===== config.mk =====
export PLATFORM = sky130hd
export DESIGN_NAME = multiply_sequencer_flat
export DESIGN_NICKNAME = d
export VERILOG_FILES = /design/src/rtl/multiply_sequencer_if.sv /design/src/rtl/multiply_sequencer.sv /design/src/flat_wrapper.sv
export SDC_FILE = /design/constraint.sdc
export NUM_CORES = 1
export LEC_CHECK = 0
export CORE_MARGIN = 2
export CORE_UTILIZATION = 25
export DETAILED_ROUTE_END_ITERATION = 10
export PLACE_DENSITY_LB_ADDON = 0.2
export SLEW_MARGIN = 40
export SYNTH_ARGS = -nofsm -noshare
export SYNTH_HDL_FRONTEND = slang
export SYNTH_SLANG_ARGS = --single-unit
export TNS_END_PERCENT = 1

===== constraint.sdc =====
create_clock -name clk_i -period 3.7 [get_ports clk_i]
set_clock_uncertainty 0.15 [all_clocks]
set_input_delay 0.37 -clock clk_i [delete_from_list [all_inputs] [get_ports clk_i]]
set_output_delay 0.37 -clock clk_i [all_outputs]
set_load 0.01 [all_outputs]

===== src/rtl/multiply_sequencer_if.sv =====
// Handshake and operand/product bundle between a requester and the
// shift-add multiply sequencer.
interface multiply_sequencer_if #(
    parameter int D_WIDTH = 34
);
    logic                   start_i;
    logic [D_WIDTH-1:0]     multiplicand_i;
    logic [D_WIDTH-1:0]     multiplier_i;
    logic                   busy_o;
    logic                   done_o;
    logic [2*D_WIDTH-1:0]   product_o;

    modport master (
        output start_i, multiplicand_i, multiplier_i,
        input  busy_o, done_o, product_o
    );

    modport slave (
        input  start_i, multiplicand_i, multiplier_i,
        output busy_o, done_o, product_o
    );
endinterface


===== src/rtl/multiply_sequencer.sv =====
// Iterative unsigned shift-add multiplier: one iteration per clock for
// D_WIDTH clocks, then a one-cycle done pulse with the registered product.
module multiply_sequencer #(
    parameter int D_WIDTH = 34
) (
    input  logic                 clk_i,
    input  logic                 rst_n_i,
    multiply_sequencer_if.slave  bus
);
    localparam int CNT_W = $clog2(D_WIDTH + 1);
    localparam logic [CNT_W-1:0] LAST_CNT = CNT_W'(D_WIDTH - 1);

    typedef enum logic [1:0] {
        IDLE = 2'd0,
        RUN  = 2'd1,
        DONE = 2'd2
    } state_e;

    state_e                 state_q;
    logic [D_WIDTH:0]       acc_q;
    logic [D_WIDTH-1:0]     mcand_q;
    logic [D_WIDTH-1:0]     mplier_q;
    logic [D_WIDTH-1:0]     lo_q;
    logic [CNT_W-1:0]       cnt_q;
    logic [2*D_WIDTH-1:0]   product_q;

    logic [D_WIDTH:0]       sum;
    logic [D_WIDTH:0]       acc_d;
    logic [D_WIDTH-1:0]     mplier_d;
    logic [D_WIDTH-1:0]     lo_d;
    logic [CNT_W-1:0]       cnt_d;
    logic                   last_iter;
    logic                   accept;

    // One shift-add step; the extra acc bit absorbs the carry of the add.
    // NOTE: every always_comb output is assigned on every path, so no latch is inferred.
    always_comb begin
        sum      = acc_q + (mplier_q[0] ? {1'b0, mcand_q} : '0);
        acc_d    = sum >> 1;
        lo_d     = {sum[0], lo_q[D_WIDTH-1:1]};
        mplier_d = mplier_q >> 1;
        cnt_d    = cnt_q + CNT_W'(1);
    end

    assign last_iter = (cnt_q == LAST_CNT);
    assign accept    = bus.start_i && ((state_q == IDLE) || (state_q == DONE));

    // NOTE: sequential state uses non-blocking assignments so every register samples pre-edge values.
    always_ff @(posedge clk_i or negedge rst_n_i) begin
        if (!rst_n_i) begin
            state_q   <= IDLE;
            acc_q     <= '0;
            mcand_q   <= '0;
            mplier_q  <= '0;
            lo_q      <= '0;
            cnt_q     <= '0;
            product_q <= '0;
        end else begin
            case (state_q)
                IDLE, DONE: begin
                    if (accept) begin
                        mcand_q  <= bus.multiplicand_i;
                        mplier_q <= bus.multiplier_i;
                        acc_q    <= '0;
                        lo_q     <= '0;
                        cnt_q    <= '0;
                        state_q  <= RUN;
                    end else begin
                        state_q  <= IDLE;
                    end
                end
                RUN: begin
                    acc_q    <= acc_d;
                    lo_q     <= lo_d;
                    mplier_q <= mplier_d;
                    cnt_q    <= cnt_d;
                    // Product is latched from the final iteration's results and held until the next one.
                    if (last_iter) begin
                        product_q <= {acc_d[D_WIDTH-1:0], lo_d};
                        state_q   <= DONE;
                    end
                end
                default: state_q <= IDLE;
            endcase
        end
    end

    assign bus.busy_o    = (state_q == RUN);
    assign bus.done_o    = (state_q == DONE);
    assign bus.product_o = product_q;
endmodule


===== src/flat_wrapper.sv =====
// flat-port wrapper written by rule: the top's interface ports become plain ports
module multiply_sequencer_flat 
#(
    parameter int D_WIDTH = 34
)
  (clk_i, rst_n_i, bus_start_i, bus_multiplicand_i, bus_multiplier_i, bus_busy_o, bus_done_o, bus_product_o);
  multiply_sequencer_if #(.D_WIDTH(D_WIDTH)) bus_i ();
  input  logic clk_i;
  input  logic rst_n_i;
  input wire logic [$bits(bus_i.start_i)-1:0] bus_start_i;
  input wire logic [$bits(bus_i.multiplicand_i)-1:0] bus_multiplicand_i;
  input wire logic [$bits(bus_i.multiplier_i)-1:0] bus_multiplier_i;
  output wire logic [$bits(bus_i.busy_o)-1:0] bus_busy_o;
  output wire logic [$bits(bus_i.done_o)-1:0] bus_done_o;
  output wire logic [$bits(bus_i.product_o)-1:0] bus_product_o;
  assign bus_i.start_i = bus_start_i;
  assign bus_i.multiplicand_i = bus_multiplicand_i;
  assign bus_i.multiplier_i = bus_multiplier_i;
  assign bus_busy_o = bus_i.busy_o;
  assign bus_done_o = bus_i.done_o;
  assign bus_product_o = bus_i.product_o;
  multiply_sequencer #(.D_WIDTH(D_WIDTH)) u_core (.clk_i(clk_i), .rst_n_i(rst_n_i), .bus(bus_i));
endmodule

==> implementation parameters, run 1 <==
Parameter                              Value

Routing
  Drt via density    4.61
  Via count    8143
  DRC errors left    0
  Number of iterations in the first detailed-routing pass    5
  Avg WL per Cell    16.7 um
  Antenna Violating Nets Remaining    0
  Iteration-0 DRC count of the detailed router    392
  Final WL    29500 um

Logic synthesis
  Mapped Nets    1197
  Async set-or-reset flop fraction in the synthesized netlist    100%
  Yosys Warn Count    0
  Seq/Total Area, Yosys    51.8%
  Cell count after synthesis    1089
  Number of synthesized register bits    211
  Netlist area before placement    10200 sq um
  Number of enable flip-flop cells after synthesis    0
  Avg Synthesized Cell Area    9.37 sq um
  Dominant synthesized flop cell    dfrtp_1
  Number of distinct standard cells referenced by the synthesized netlist    57

STA
  Final worst path period need    3330 ps
  Slew headroom    49.5%
  Post-route setup TNS    0 ps
  Final hold violation count    0
  Count of pins over their slew limit    0
  Worst Max-Slew Pin Slew    758 ps
  Worst hold slack after final layout    120 ps
  Maximum clock frequency    0.301 GHz
  RSZ-0062 raised after global routing    false
  Final setup violation count    0
  Share of the clock period used by the worst path    89.9%

Power
  Clk network pwr share    20.2%
  P per Cell Area    926 nW/um^2
  Total leakage power    0.00599 uW
  VDD IR max    0.355 mV
  Comb pwr share    46.0%
  Pint    7310 uW
  Pwr Total    12100 uW
  Power share of the sequential group    33.8%
  Switching power summed over all nets    4790 uW
  Switching portion of total power    39.6%

Die
  Std cell rows    74
  Die area    42400 sq um
  X dimension of the die    206 um
  Height of the chip    206 um
  Initial Utilization    25.2%
  I/O Pins    141
  Core Area    40600 sq um

Worst setup path
  Worst setup SP type    flop
  Slowest Stage Delay on Critical Path    530 ps
  Worst setup EP type    flop
  Critical path peak fanout    20
  Setup CP Type    flop to flop
  Required time of the worst setup path    3990 ps
  Cell at the slowest stage of the critical path    o21ai_0
  Critical path cell sequence    buf_4 > and2_1 > ha_1 > nor2b_1 > o211ai_1 > a211oi_1 > o21ai_0 > a21oi_1 > or3_1 > a32o_1
  Data arrival time of the critical path    3620 ps

Layout
  Post-synthesis to final-layout area growth    28.2%
  # nets final    1322
  Layout cell share with drive strength beyond 1    7.46%
  Antenna cell count    0
  Final cell utilization of the core    32.2%

Clock network
  Clock latency on the worst-skew pair    570 ps
  Number of buffers inserted for hold repair after clock tree synthesis    1
  CTS tree    built
  # Post-CTS Setup Buffers    0
  TritonCTS buffer count    26
  Cell at the root of the clock tree    clkbuf_16
  Number of clock sinks seen by CTS    211
  Gates resized, CTS repair    0
  Largest buffer count on any clock path    3
  Htree depth    1
  CTS clock-pin slew for the worst setup and hold paths    60 ps

Status
  Status    complete, no violations

Min path
  Worst min-delay path class    input pin to async pin

Global routing
  GRT Resource Usage Total    14.0%
  Vias in the first global route    8338
  First-pass GRT wire length    47000 um
  Initial antenna violation count    0
  Maximum number of pins on one net before global-route repair    97
  Aggregate global routing overflow    0

Placement
  Number of buffers added on ports    140
  Routability congestion estimate from global placement    0.833
  Total half-perimeter wirelength after legalization and detailed placement    20200 um

Flow run
  Count of maximum capacitance violations    0
## worst max-delay path: cells and delay by family, from the launching register on
family / cells / cell delay [ps]
AO/OA/AOI/OAI: 5 / 1460
flip-flops: 1 / 390
buffers and inverters: 1 / 200
adder cells (fa/ha/maj): 1 / 320
AND/OR/NAND/NOR: 3 / 680
## placed cells by master, fill, tap and decap left out, drive strengths merged, types with 4 or more instances in the layout
master         instances
nand2                347
dfrtp                211
clkdlybuf4s50        139
a22o                  50
and2                  44
a21oi                 44
o21ai                 43
clkbuf                37
ha                    36
a22oi                 33
nor2                  25
buf                   21
inv                   17
xnor2                 13
nand4                 13
or3                   12
nand3                 11
a21o                  11
mux2                  10
a211oi                10
a31o                   8
clkinv                 8
nor3                   7
a32o                   7
xor2                   6
a31oi                  5
o21a                   5
o31ai                  5
nor2b                  5
nand2b                 4
nor4                   4
o21bai                 4
clkinvlp               4
## final cells by class
cell class	count	area [sq um]
multi-input cells	796	4630
well taps	532	666
flip-flops and latches	211	5280
clock inverters	11	93.8
fillers	4266	27500
clock buffers	37	732
inverters	18	68.8
repair buffers	161	1610
## power groups by stage
stage               Clock [uW]  Combinational (uW)  Sequential [uW]
floorplan                    0                3480             4110
global placement             0                5570             4130
detailed placement           0                5600             4140
CTS                       2550                5640             4110
global route              2650                6200             4240
finish                    2450                5560             4090
## cells by family (layout without fill, tap and decap cells)
| group | count (synthesis) | in the layout | share of synthesized area, % |
|---|---|---|---|
| AND/OR/NAND/NOR | 481 | 481 | 20.4 |
| AO/OA/AOI/OAI | 246 | 246 | 17.1 |
| flip-flops | 211 | 211 | 51.8 |
| buffers and inverters | 82 | 227 | 3.08 |
| adder cells (fa/ha/maj) | 37 | 37 | 4.61 |
| XOR/XNOR | 19 | 19 | 1.63 |
| multiplexers | 13 | 13 | 1.40 |
## through the flow
step	worst slack, ps	cell area, sq um	std cells
floorplan	802	10200	1089
global placement	506	12200	1716
detailed placement	475	12200	1716
CTS	414	13100	1765
global route	200	13100	1766
finish	373	13100	1766
## layer usage
metal / wire (um) / global-route usage [%]
met4: 425 / 3.42
met3: 1260 / 2.22
met1: 14600 / 20.0
met2: 13300 / 22.1
met5: 0 / 0
## state kept, by name (all words and copies together) (netlist names)
name / cells
u_core.acc_q: 34
u_core.state_q: 2
u_core.lo_q: 33
u_core.bus.product_o: 68
u_core.mcand_q: 34
u_core.mplier_q: 34
u_core.cnt_q: 6
## cell usage after synthesis (all sizes together), types with 2 or more instances
library cell | number | area (sq um)
o21bai | 4 | 30.0
buf | 12 | 51.3
o21ai | 43 | 219
inv | 18 | 67.6
mux2i | 3 | 30.0
nor4 | 4 | 25.0
nand2b | 4 | 25.0
a21oi | 44 | 220
a21o | 11 | 82.6
or3 | 12 | 75.1
nor2 | 25 | 93.8
a22o | 50 | 438
nor3 | 7 | 35.0
nand4 | 13 | 96.3
a31o | 8 | 70.1
a32o | 7 | 70.1
or2 | 2 | 12.5
a31oi | 5 | 31.3
ha | 36 | 450
nand2 | 347 | 1300
a221oi | 2 | 17.5
and2 | 44 | 275
mux2 | 10 | 113
a211oi | 10 | 80.1
clkbuf | 52 | 195
o21a | 5 | 37.5
nor2b | 5 | 31.3
dfrtp | 211 | 5280
xor2 | 6 | 52.6
o211ai | 2 | 15.0
o221ai | 2 | 17.5
a2111oi | 2 | 17.5
a21boi | 2 | 15.0
and3 | 3 | 18.8
xnor2 | 13 | 114
a211o | 3 | 26.3
o31ai | 5 | 37.5
a22oi | 33 | 248
nand3 | 11 | 55.1
## worst paths after layout
kind	cells past startpoint	slack, ps	startpoint	to
min	2	120	rst_n_i	u_core.state_q[0]
max reg2reg	10	370	u_core.mplier_q[0]	u_core.acc_q[29]
min reg2reg	2	320	u_core.bus.product_o[16]	u_core.bus.product_o[16]
min in group clk_i	3	180	bus_multiplicand_i[2]	u_core.mcand_q[2]
max	10	370	u_core.mplier_q[0]	u_core.acc_q[29]
max in group asynchronous	4	2380	rst_n_i	u_core.bus.product_o[24]
(Power assumes the default switching activity.)
==> run 2: changes to the inputs <==
CTS_CLUSTER_DIAMETER = 60   (was unset)
GPL_TIMING_DRIVEN = 0   (was unset)
==> run 2 against run 1 <==
  * Flip-flop and latch count stayed put
  * Cell count is 2.7% higher
  * Via count is 1.1% higher
  * Critical endpoint is now bus_busy_o
  * Largest cell class unchanged
==> implementation parameters, run 2 (synthesis results as in run 1) <==
Parameter                              Value

Die
  Height of the chip    206 um (unchanged)
  Die area    42400 sq um (unchanged)
  Initial Utilization    25.2% (unchanged)
  Core Area    40600 sq um (unchanged)
  I/O Pins    141 (unchanged)
  X dimension of the die    206 um (unchanged)
  Std cell rows    74 (unchanged)

Routing
  Drt via density    4.54 (was 4.61)
  Avg WL per Cell    17.1 um (was 16.7 um)
  Number of iterations in the first detailed-routing pass    4 (was 5)
  DRC errors left    0 (unchanged)
  Iteration-0 DRC count of the detailed router    429 (was 392)
  Final WL    31100 um (was 29500 um)
  Antenna Violating Nets Remaining    0 (unchanged)
  Via count    8234 (was 8143)

Placement
  Routability congestion estimate from global placement    0.855 (was 0.833)
  Total half-perimeter wirelength after legalization and detailed placement    23000 um (was 20200 um)
  Number of buffers added on ports    140 (unchanged)

Layout
  Antenna cell count    0 (unchanged)
  Layout cell share with drive strength beyond 1    6.87% (was 7.46%)
  # nets final    1369 (was 1322)
  Commonest non-fill, non-tap cell in the layout    nand2_1 (unchanged)
  Post-synthesis to final-layout area growth    30.1% (was 28.2%)
  Final cell utilization of the core    32.7% (was 32.2%)
  Filler cell count in the final layout    4261 (was 4266)
  Max reg flops    68 (unchanged)
  Leading cell types in the layout, fill and taps excluded    nand2_1, dfrtp_1, clkdlybuf4s50_1 (unchanged)

Clock network
  Cell at the root of the clock tree    clkbuf_16 (unchanged)
  CTS clock-pin slew for the worst setup and hold paths    60 ps (about the same)
  Clock latency on the worst-skew pair    540 ps (was 570 ps)
  Largest buffer count on any clock path    3 (unchanged)
  Number of clock sinks seen by CTS    211 (unchanged)
  CTS tree    built (unchanged)
  Htree depth    1 (unchanged)
  TritonCTS buffer count    26 (unchanged)
  # Post-CTS Setup Buffers    0 (unchanged)

STA
  Slew headroom    45.2% (was 49.5%)
  Maximum clock frequency    0.287 GHz (was 0.301 GHz)
  Final setup violation count    0 (unchanged)
  Share of the clock period used by the worst path    94.1% (was 89.9%)
  Worst Max-Slew Pin Slew    823 ps (was 758 ps)
  Final worst path period need    3480 ps (was 3330 ps)
  Worst hold slack after final layout    171 ps (was 120 ps)
  RSZ-0062 raised after global routing    false (unchanged)
  Count of pins over their slew limit    0 (unchanged)
  Final hold violation count    0 (unchanged)

Worst setup path
  Worst Setup SP    u_core.state_q[1] (was u_core.mplier_q[0])
  Slowest Stage Delay on Critical Path    660 ps (was 530 ps)
  Capture point of the worst path    bus_busy_o (was u_core.acc_q[29])
  Reg2reg start    u_core.mplier_q[0] (unchanged)
  Critical path peak fanout    10 (was 20)
  Required time of the worst setup path    3180 ps (was 3990 ps)
  Cell at the slowest stage of the critical path    clkdlybuf4s50_1 (was o21ai_0)
  FF-to-FF setup slack    240 ps (was 370 ps)
  Worst setup SP type    flop (unchanged)
  Data arrival time of the critical path    2960 ps (was 3620 ps)
  Critical path cell sequence    nand2b_1 > inv_1 > clkbuf_1 > clkbuf_1 > clkdlybuf4s50_1 (was buf_4 > and2_1 > ha_1 > nor2b_1 > o211ai_1 > a211oi_1 > o21ai_0 > a21oi_1 > or3_1 > a32o_1)
  Setup CP Type    flop to primary output (was flop to flop)
  Worst reg2reg path depth    10 (unchanged)
  Worst setup EP type    primary output (was flop)
  Cell repeated most along the worst path    clkbuf_1
  Endpoint of the worst register-to-register path    u_core.acc_q[23] (was u_core.acc_q[29])

Global routing
  Initial antenna violation count    0 (unchanged)
  Aggregate global routing overflow    0 (unchanged)
  Vias in the first global route    8380 (was 8338)
  GRT Resource Usage Total    14.8% (was 14.0%)
  Maximum number of pins on one net before global-route repair    67 (was 97)
  First-pass GRT wire length    48600 um (was 47000 um)

Power
  Total leakage power    0.00605 uW (was 0.00599 uW)
  VDD IR max    0.361 mV (was 0.355 mV)
  P per Cell Area    927 nW/um^2 (was 926 nW/um^2)

Flow run
  Count of maximum capacitance violations    0 (unchanged)

Min path
  Worst min-delay path class    input pin to async pin (unchanged)

Status
  Status    complete, no violations (unchanged)
==> run 2: cell count changes in the layout (fill, tap and decap cells not counted), moves of 5 or more <==
| cell | before | now |
|---|---|---|
| buf_4 | 17 | 0 |
| buf_1 | 0 | 7 |
| clkbuf_1 | 7 | 51 |
| clkbuf_2 | 0 | 5 |
| buf_2 | 0 | 5 |
==> run 2: layout make-up <==
cell class | instances | area, sq um | share of cell area (%)
inverters | 18 | 67.6 | 0.509
multi-input cells | 796 | 4630 | 34.9
clock inverters | 14 | 150 | 1.13
clock buffers | 34 | 721 | 5.43
flip-flops and latches | 211 | 5280 | 39.8
well taps | 532 | 666 | 5.02
plain buffers | 64 | 253 | 1.90
repair buffers | 144 | 1500 | 11.3
==> run 2: critical path, delay by kind of cell, from the launching register on <==
family                 cells  cell delay, ps
AND/OR/NAND/NOR            1             220
flip-flops                 1             360
buffers and inverters      4            1850
==> run 2: through the flow <==
step / setup TNS (ps) / cells / setup slack [ps] / instance area, sq um / total power (uW)
floorplan: 0 / 1089 / 802 / 10200 / 7580
global route: 0 / 1813 / 2.24 / 13300 / 13300
detailed placement: -3130 / 1764 / -279 / 12400 / 9800
finish: 0 / 1813 / 219 / 13300 / 12300
global placement: -1578060 / 1761 / -7490 / 12300 / 9730
CTS: 0 / 1813 / 41.2 / 13300 / 12500
==> run 2: worst min path at each step <==
stage / slack, ps / from / depth (start not counted) / endpoint
after floorplan: -80 / rst_n_i / 0 / u_core.acc_q[0]
after global placement: 310 / u_core.mcand_q[9] / 2 / u_core.mcand_q[9]
after detailed placement: 150 / rst_n_i / 1 / u_core.mcand_q[26]
after CTS: 180 / rst_n_i / 2 / u_core.mcand_q[27]
after global routing: 200 / rst_n_i / 2 / u_core.mcand_q[26]
final: 170 / rst_n_i / 2 / u_core.mcand_q[26]
==> run 2: routing by layer <==
metal / vias to the layer above / share of wire (%) / track usage [%]
met4: 0 / 1.7 / 3.62
met5: - / 0 / 0
met3: 35 / 4.4 / 2.74
li1: 4129 / - / -
met1: 3935 / 49 / 20.7
met2: 135 / 45 / 23.5
==> run 2: power by group <==
group	total, uW	internal [uW]	switching, uW	leakage [uW]
clock network	2560	1520	1040	0.000421
logic	5650	2500	3160	0.00300
registers	4080	3420	668	0.00263
==> run 2: repair_timing <==
item	4_1_cts	5_1_grt
hold buffers	1	0
setup endpoints to repair	24	16
resized for setup	3	6
hold endpoints to repair	141	0
==> run 3: changes to the inputs <==
SETUP_SLACK_MARGIN = 0.02   (was unset)
==> results of run 3 <==
The final DEF is identical to that of run 2. Status: complete, no violations.
